## config.mk

```make
export PLATFORM = sky130hd
export DESIGN_NAME = pc_update_unit
export DESIGN_NICKNAME = d
export VERILOG_FILES = /design/src/rtl/pc_update_unit.sv
export SDC_FILE = /design/constraint.sdc
export NUM_CORES = 1
export LEC_CHECK = 0
export ABC_AREA = 1
export CORE_UTILIZATION = 45
export CTS_BUF_LIST = sky130_fd_sc_hd__clkbuf_4
export DETAILED_ROUTE_END_ITERATION = 12
export HOLD_SLACK_MARGIN = 0.06
export PLACE_DENSITY = 0.81
export REMOVE_ABC_BUFFERS = 1
export SYNTH_ARGS = -nofsm -noshare
export SYNTH_HDL_FRONTEND = slang
export SYNTH_SLANG_ARGS = --single-unit
export TNS_END_PERCENT = 50
```

## constraint.sdc

```tcl
create_clock -name clk -period 1.8 [get_ports clk]
set_clock_uncertainty 0.15 [all_clocks]
set_input_delay 0.36 -clock clk [delete_from_list [all_inputs] [get_ports clk]]
set_output_delay 0.36 -clock clk [all_outputs]
set_load 0.1 [all_outputs]
```

## src/rtl/pc_update_unit.sv

```systemverilog
// pc_update_unit: PC register with exception vectoring; define PC_BRANCH_COUNT_EN to add the taken-branch counter.
module pc_update_unit #(
    parameter logic [31:0] RESET_PC = 32'h0000_0000,
    parameter logic [31:0] EXC_BASE = 32'h0000_00F0
) (
    input  logic        clk,
    input  logic        reset_n,
    input  logic        PCWrite,
    input  logic        PCWriteCond,
    input  logic        MuxPCWriteCondFio,
    input  logic [2:0]  PCSource,
    input  logic [31:0] ALUResult,
    input  logic [31:0] ALUOut,
    input  logic [25:0] JumpTarget,
    input  logic        Exception,
    input  logic [1:0]  ExcCause,
    output logic [31:0] PC,
    output logic [31:0] EPC,
    output logic [1:0]  Cause,
    output logic        ExcBusy,
    output logic        PCLoaded,
    output logic        BranchTaken,
    output logic        PCMisaligned,
    output logic [15:0] BranchCount
);
    typedef enum logic {RUN, EXC_VEC} state_t;
    state_t      state_q, state_d;
    logic [31:0] pc_q, pc_d, epc_q, epc_d, next_pc;
    logic [1:0]  cause_q, cause_d;
    logic        loaded_q, loaded_d, taken_q, taken_d, mis_q, mis_d, wr_en;
    always_comb begin
        wr_en   = PCWrite | (PCWriteCond & MuxPCWriteCondFio);
        next_pc = (PCSource[1:0] == 2'd0) ? ALUResult :
                  (PCSource[1:0] == 2'd1) ? ALUOut :
                  (PCSource[1:0] == 2'd2) ? {pc_q[31:28], JumpTarget, 2'b00} : epc_q;
        state_d  = state_q;
        pc_d     = pc_q;
        epc_d    = epc_q;
        cause_d  = cause_q;
        loaded_d = 1'b0;
        taken_d  = 1'b0;
        mis_d    = mis_q;
        if (state_q == EXC_VEC) begin
            pc_d     = EXC_BASE + {28'b0, cause_q, 2'b00};
            loaded_d = 1'b1;
            state_d  = RUN;
        end else if (Exception) begin
            epc_d   = pc_q - 32'd4;
            cause_d = ExcCause;
            state_d = EXC_VEC;
        end else if (wr_en && !PCSource[2]) begin
            pc_d     = next_pc;
            loaded_d = 1'b1;
            taken_d  = ~PCWrite;
            mis_d    = mis_q | (|next_pc[1:0]);
        end
    end
    always_ff @(posedge clk or negedge reset_n) begin
        if (!reset_n) begin
            state_q  <= RUN;
            pc_q     <= RESET_PC;
            epc_q    <= '0;
            cause_q  <= '0;
            loaded_q <= 1'b0;
            taken_q  <= 1'b0;
            mis_q    <= 1'b0;
        end else begin
            state_q  <= state_d;
            pc_q     <= pc_d;
            epc_q    <= epc_d;
            cause_q  <= cause_d;
            loaded_q <= loaded_d;
            taken_q  <= taken_d;
            mis_q    <= mis_d;
        end
    end
`ifdef PC_BRANCH_COUNT_EN
    logic [15:0] bc_q, bc_d;
    always_comb bc_d = (taken_d && bc_q != 16'hFFFF) ? bc_q + 16'd1 : bc_q;
    always_ff @(posedge clk or negedge reset_n) begin
        if (!reset_n) bc_q <= '0;
        else bc_q <= bc_d;
    end
    assign BranchCount = bc_q;
`else
    assign BranchCount = 16'h0000;
`endif
    assign PC           = pc_q;
    assign EPC          = epc_q;
    assign Cause        = cause_q;
    assign ExcBusy      = (state_q == EXC_VEC);
    assign PCLoaded     = loaded_q;
    assign BranchTaken  = taken_q;
    assign PCMisaligned = mis_q;
endmodule
```

==> results of run 1 <==
==> sequential cells by signal, summed over array words and instances (netlist names) <==
name	count
Cause	2
ExcBusy	1
BranchTaken	1
PCMisaligned	1
PCLoaded	1
PC	32
EPC	32
==> critical path, stage by stage <==
cell and delay, ns:
clkdlybuf4s50_1 0.60, buf_4 0.30, a21oi_1 0.10, o31ai_1 0.41, nand2_1 0.09, o21ai_0 0.10
==> area by class of cell <==
cell class                      instances  area [um^2]  area share, %
Timing Repair Buffer                  226         2900           38.5
Multi-Input combinational cell        495         2380           31.6
Sequential cell                        70         1760           23.4
Tap cell                              133          166           2.21
Inverter                               44          165           2.20
Clock buffer                           11         82.6           1.10
Clock inverter                          5         73.8          0.982
==> repair_timing <==
action                                 in CTS  in global routing
hold buffers                                1                  0
endpoints found under the hold margin      70                  0
pin swaps                                   0                  1
setup endpoints to repair                   1                 13
setup buffers                               0                  1
resized for setup                           1                 16
==> per-layer routing <==
layer  global-route usage, %  share of wire (%)  up-vias
li1                        -                  -     2469
met1                    41.6                 40     2444
met2                    56.4                 48      265
met3                    6.29                8.0       53
met4                    16.4                3.4        0
met5                       0                  0        -
==> power groups by stage <==
stage	registers (W)	clock network, W	logic [W]
final	0.00196	0.00118	0.00332
after global routing	0.00198	0.00125	0.00349
after CTS	0.00196	0.00118	0.00329
after detailed placement	0.00198	0	0.00328
after global placement	0.00198	0	0.00325
after floorplan	0.00304	0	0.000765
==> how the worst min path moves through the flow <==
stage / to
2_1_floorplan: BranchTaken
3_3_place_gp: EPC[0]
3_5_place_dp: PCMisaligned
4_1_cts: Cause[1]
5_1_grt: EPC[0]
6_report: PCMisaligned
==> per-stage QoR <==
step | power (W) | hold WS (ns) | util, % | setup slack, ns | instances
2_1_floorplan | 0.00381 | -0.0856 | - | -1.54 | 609
3_3_place_gp | 0.00523 | 0.267 | 75.1 | -0.340 | 966
3_5_place_dp | 0.00526 | 0.268 | 75.1 | -0.362 | 966
4_1_cts | 0.00643 | 0.303 | 76.8 | 0.0245 | 983
5_1_grt | 0.00671 | 0.330 | 77.3 | -0.0295 | 984
6_report | 0.00647 | 0.312 | 77.3 | 0.0300 | 984
==> synthesized netlist by cell type (all sizes together) <==
| cell | number | area [um^2] |
|---|---|---|
| a21o | 4 | 30.0 |
| a21oi | 31 | 155 |
| a31oi | 3 | 18.8 |
| buf | 40 | 273 |
| clkbuf | 6 | 22.5 |
| conb | 1 | 3.75 |
| dfrtp | 70 | 1750 |
| ha | 1 | 12.5 |
| inv | 44 | 165 |
| nand2 | 160 | 621 |
| nand3 | 30 | 160 |
| nand3b | 2 | 15.0 |
| nand4 | 6 | 37.5 |
| nor2 | 111 | 464 |
| nor3 | 1 | 5.00 |
| o211ai | 7 | 52.6 |
| o21ai | 93 | 473 |
| o22ai | 1 | 6.26 |
| o31ai | 14 | 105 |
| or2 | 3 | 18.8 |
| xnor2 | 5 | 43.8 |
| xor2 | 7 | 61.3 |
==> cells by family after synthesis <==
group,share of synthesized area (%)
AND/OR/NAND/NOR,29.4
AO/OA/AOI/OAI,18.7
buffers and inverters,10.2
flip-flops,39.0
XOR/XNOR,2.34
adder cells (fa/ha/maj),0.278
other,0.0834
==> metrics.txt, run 1 <==
maximum buffer depth of the clock tree 2; synthesis-to-finish area growth 67.2%; flops & latches, synth 70; Antenna diodes 0; leakage 3.49 nW; clock buffer count from CTS 9; clock period minus worst slack 1.77 ns; CP Data Arrival Time 1.96 ns; number of I/O pins 187; total of buffers placed on input and output ports 170; Hold Crit Class input pin to asynchronous set/reset pin; CTS HTree Levels 3; number of antenna violations at the first check in global routing 0; clock network latency to the later pin of the worst-skew pair 0.44 ns; vias in the first global route 5,181; Std-Cell Rows 36; post-route DRC violation count 0; DRT Pass-1 Iters 7; final HPWL from detailed placement 12.8 mm; ratio of final minimum period to clock period 98.3%; reg-to-reg critical path endpoint EPC[16]; ratio of cells with drive above 1 in the final layout 21.6%; number of inserted filler cells in the final layout 705; Via density 5.32; DR WL/cell 17.0 um; sink count of the clock tree 70; setup repair after global routing missed its margin true; die extent in x 102 um; commonest non-fill, non-tap cell in the layout nand2_1; Iter 0 DRT Violations 261; critical path start-end classification input pin to register; first element of the critical path PCSource[1]; dpl cell area 0.00730 mm^2; worst setup path endpoint PC[27]; initial core utilization 46.2%; post-synth design cell area 0.00450 mm^2; vertical extent of the die 102 um; antenna violation net count after detailed routing 0; Slew Limit Fails 0; wire length of the first global-routing pass 26.2 mm; average cell area after synthesis 7.02 um^2; TritonCTS clock tree yes; part of the total power dissipated in combinational logic 51.4%; via total after detailed routing 5,231; sort of element at the start of the critical path input pin; fmax 0.565 GHz; final hold viol count 0; pin count of the biggest net entering global routing 71; standard cell core area 0.00973 mm^2; Final nets 948; Synth Instances 640; Routed WL 16.7 mm; clock-pin transition on the worst setup and hold timing paths 0.12 ns; largest driver fanout on the critical path 14; capturing element type of the critical path register; Crit path required time 1.99 ns; cell-internal power 0.00350 W; maximum ir drop on the vdd rail 0.743 mV; part of the total power dissipated in sequential elements 30.3%; gp weighted congestion 0.946; all-layer global routing usage 33.6%; outcome completed; worst reg2reg path startpoint PC[2]; logic depth of the worst register-to-register path 8; # Max-Cap Violations 0; clock group share of total power 18.3%; Distinct cells, synth 32; full die area 0.0104 mm^2; final design area excluding fillers 0.00752 mm^2; Final Setup Violations 0; Net Sw Power 0.00297 W; total congestion overflow 0; Setup Total Neg Slack 0 ns; most used cells in the layout excluding fill and tap cells 151 x nand2_1, 99 x clkdlybuf4s50_1, 91 x nor2_1; root buffer cell clkbuf_4; part of the Yosys area used for sequential elements 39.0%; yosys warns 0; switching fraction of total power 45.9%; internal reg-to-reg setup slack 0.06 ns; PD cells 860 mW/mm^2
No activity file was read; power rests on OpenSTA's default activity.
==> run 2, diff against run 1 <==
- SKIP_LAST_GASP: unset -> 1
==> run 2 against run 1 <==
Compared with the run above:
- combinational power about the same
- first-iteration DRC count down 0.38%
- cell area about the same
- global-route usage unchanged
- non-clock buffer count unchanged
- routed wire length about the same
- setup slack about the same
- critical path depth unchanged
- worst hold slack worse by 0.0026 ns
- sequential cell count unchanged
- via count up 0.25%
- critical endpoint unchanged
==> metrics.txt, run 2 (synthesis results as in run 1) <==
outcome completed; wire length of the first global-routing pass 26.2 mm (unchanged); DR WL/cell 17.0 um (about the same); maximum buffer depth of the clock tree 2 (unchanged); sink count of the clock tree 70 (unchanged); final design area excluding fillers 0.00751 mm^2 (about the same); CTS HTree Levels 3 (unchanged); Slew Limit Fails 0 (unchanged); total of buffers placed on input and output ports 170 (unchanged); vias in the first global route 5,181 (unchanged); dpl cell area 0.00730 mm^2 (unchanged); commonest non-fill, non-tap cell in the layout nand2_1; standard cell core area 0.00973 mm^2 (unchanged); Hold Crit Class input pin to asynchronous set/reset pin; antenna violation net count after detailed routing 0 (unchanged); via total after detailed routing 5,244 (+0.25%); root buffer cell clkbuf_4; leakage 3.49 nW (about the same); largest driver fanout on the critical path 14 (unchanged); Antenna diodes 0 (unchanged); CP Data Arrival Time 1.97 ns (about the same); full die area 0.0104 mm^2 (unchanged); dpl ws -0.362 ns (unchanged); Iter 0 DRT Violations 260 (-0.38%); gp weighted congestion 0.946 (unchanged); post-route DRC violation count 0 (unchanged); pin count of the biggest net entering global routing 71 (unchanged); Final Setup Violations 0 (unchanged); initial core utilization 46.2% (unchanged); Post-Place Cells 966 (unchanged); total congestion overflow 0 (unchanged); Setup Total Neg Slack 0 ns (unchanged); worst reg2reg path startpoint PC[2]; sort of element at the start of the critical path input pin; Final nets 948 (unchanged); reg-to-reg critical path endpoint EPC[16]; synthesis-to-finish area growth 67.1% (about the same); vertical extent of the die 102 um (unchanged); critical path start-end classification input pin to register; clock-pin transition on the worst setup and hold timing paths 0.12 ns (about the same); most used cells in the layout excluding fill and tap cells 151 x nand2_1, 99 x clkdlybuf4s50_1, 92 x nor2_1; TritonCTS clock tree yes; clock network latency to the later pin of the worst-skew pair 0.44 ns (about the same); DRT Pass-1 Iters 5 (-2); die extent in x 102 um (unchanged); number of antenna violations at the first check in global routing 0 (unchanged); final hold viol count 0 (unchanged); ratio of cells with drive above 1 in the final layout 21.4% (-0.24 points); PD cells 861 mW/mm^2 (about the same); clock period minus worst slack 1.77 ns (+0.000460 ns); final cell count without fillers 984 (unchanged); post-route setup slack 0.0296 ns (-0.000460 ns); capturing element type of the critical path register; setup repair after global routing missed its margin true; logic depth of the worst register-to-register path 8 (unchanged); internal reg-to-reg setup slack 0.06 ns (about the same); # Max-Cap Violations 0 (unchanged); fmax 0.565 GHz (about the same); ratio of final minimum period to clock period 98.4% (about the same); Std-Cell Rows 36 (unchanged); Via density 5.33 (+0.25%); Routed WL 16.7 mm (about the same); all-layer global routing usage 33.6% (unchanged); number of I/O pins 187 (unchanged); maximum ir drop on the vdd rail 0.743 mV (about the same); final HPWL from detailed placement 12.8 mm (unchanged); Crit path required time 2.00 ns (about the same); clock buffer count from CTS 9 (unchanged)
run 2: cell types whose count changed in the layout (fill, tap and decap cells not counted):
cell,before,now
dfrtp_2,3,2
nor2_1,91,92
nor2_2,15,14
dfrtp_1,67,68
run 2: metrics by stage:
| stage | utilization [%] | hold slack [ns] | total power (W) |
|---|---|---|---|
| floorplan | - | -0.0856 | 0.00381 |
| global placement | 75.1 | 0.267 | 0.00523 |
| detailed placement | 75.1 | 0.268 | 0.00526 |
| CTS | 76.8 | 0.303 | 0.00643 |
| global route | 77.2 | 0.330 | 0.00671 |
| finish | 77.2 | 0.310 | 0.00647 |
run 2: final cells by class:
| type | instances | area, um^2 |
|---|---|---|
| clock buffers | 11 | 82.6 |
| fillers | 707 | 2220 |
| clock inverters | 5 | 73.8 |
| inverters | 44 | 165 |
| well taps | 133 | 166 |
| multi-input cells | 495 | 2370 |
| flip-flops and latches | 70 | 1750 |
| repair buffers | 226 | 2900 |
run 2: where the power goes:
group	internal, W	total, W	switching, W
logic	0.00118	0.00332	0.00214
clock network	0.000586	0.00119	0.000601
registers	0.00173	0.00196	0.000233
total	0.00350	0.00647	0.00297
run 2: metal layers:
layer  track usage, %  vias to the layer above  share of wire, %
met5                0                        -                 0
met1             41.6                     2470                41
met2             56.4                      251                48
met3             6.29                       53               7.6
met4             16.4                        0               3.4
li1                 -                     2470                 -
run 2: worst max-delay path, stage by stage:
cell and delay [ns]:
clkdlybuf4s50_1 0.60, buf_4 0.30, a21oi_1 0.10, o31ai_1 0.41
nand2_1 0.09, o21ai_0 0.10
run 2: repair_timing:
item,CTS,global route
pin swaps,0,1
hold buffers,1,0
endpoints found under the hold margin,70,0
resized for setup,1,14
setup endpoints to repair,1,13
buffers inserted,0,1
gates cloned,0,0
run 2: worst max-delay path by stage:
stage	startpoint	cells past startpoint	slack [ns]	to
2_1_floorplan	ExcBusy	4	-1.54	EPC[18]
3_3_place_gp	PCSource[1]	6	-0.34	PC[27]
3_5_place_dp	PCSource[1]	6	-0.36	PC[27]
4_1_cts	PC[2]	8	0.02	EPC[16]
5_1_grt	PC[2]	7	-0.03	EPC[24]
6_report	PCSource[1]	6	0.03	PC[27]
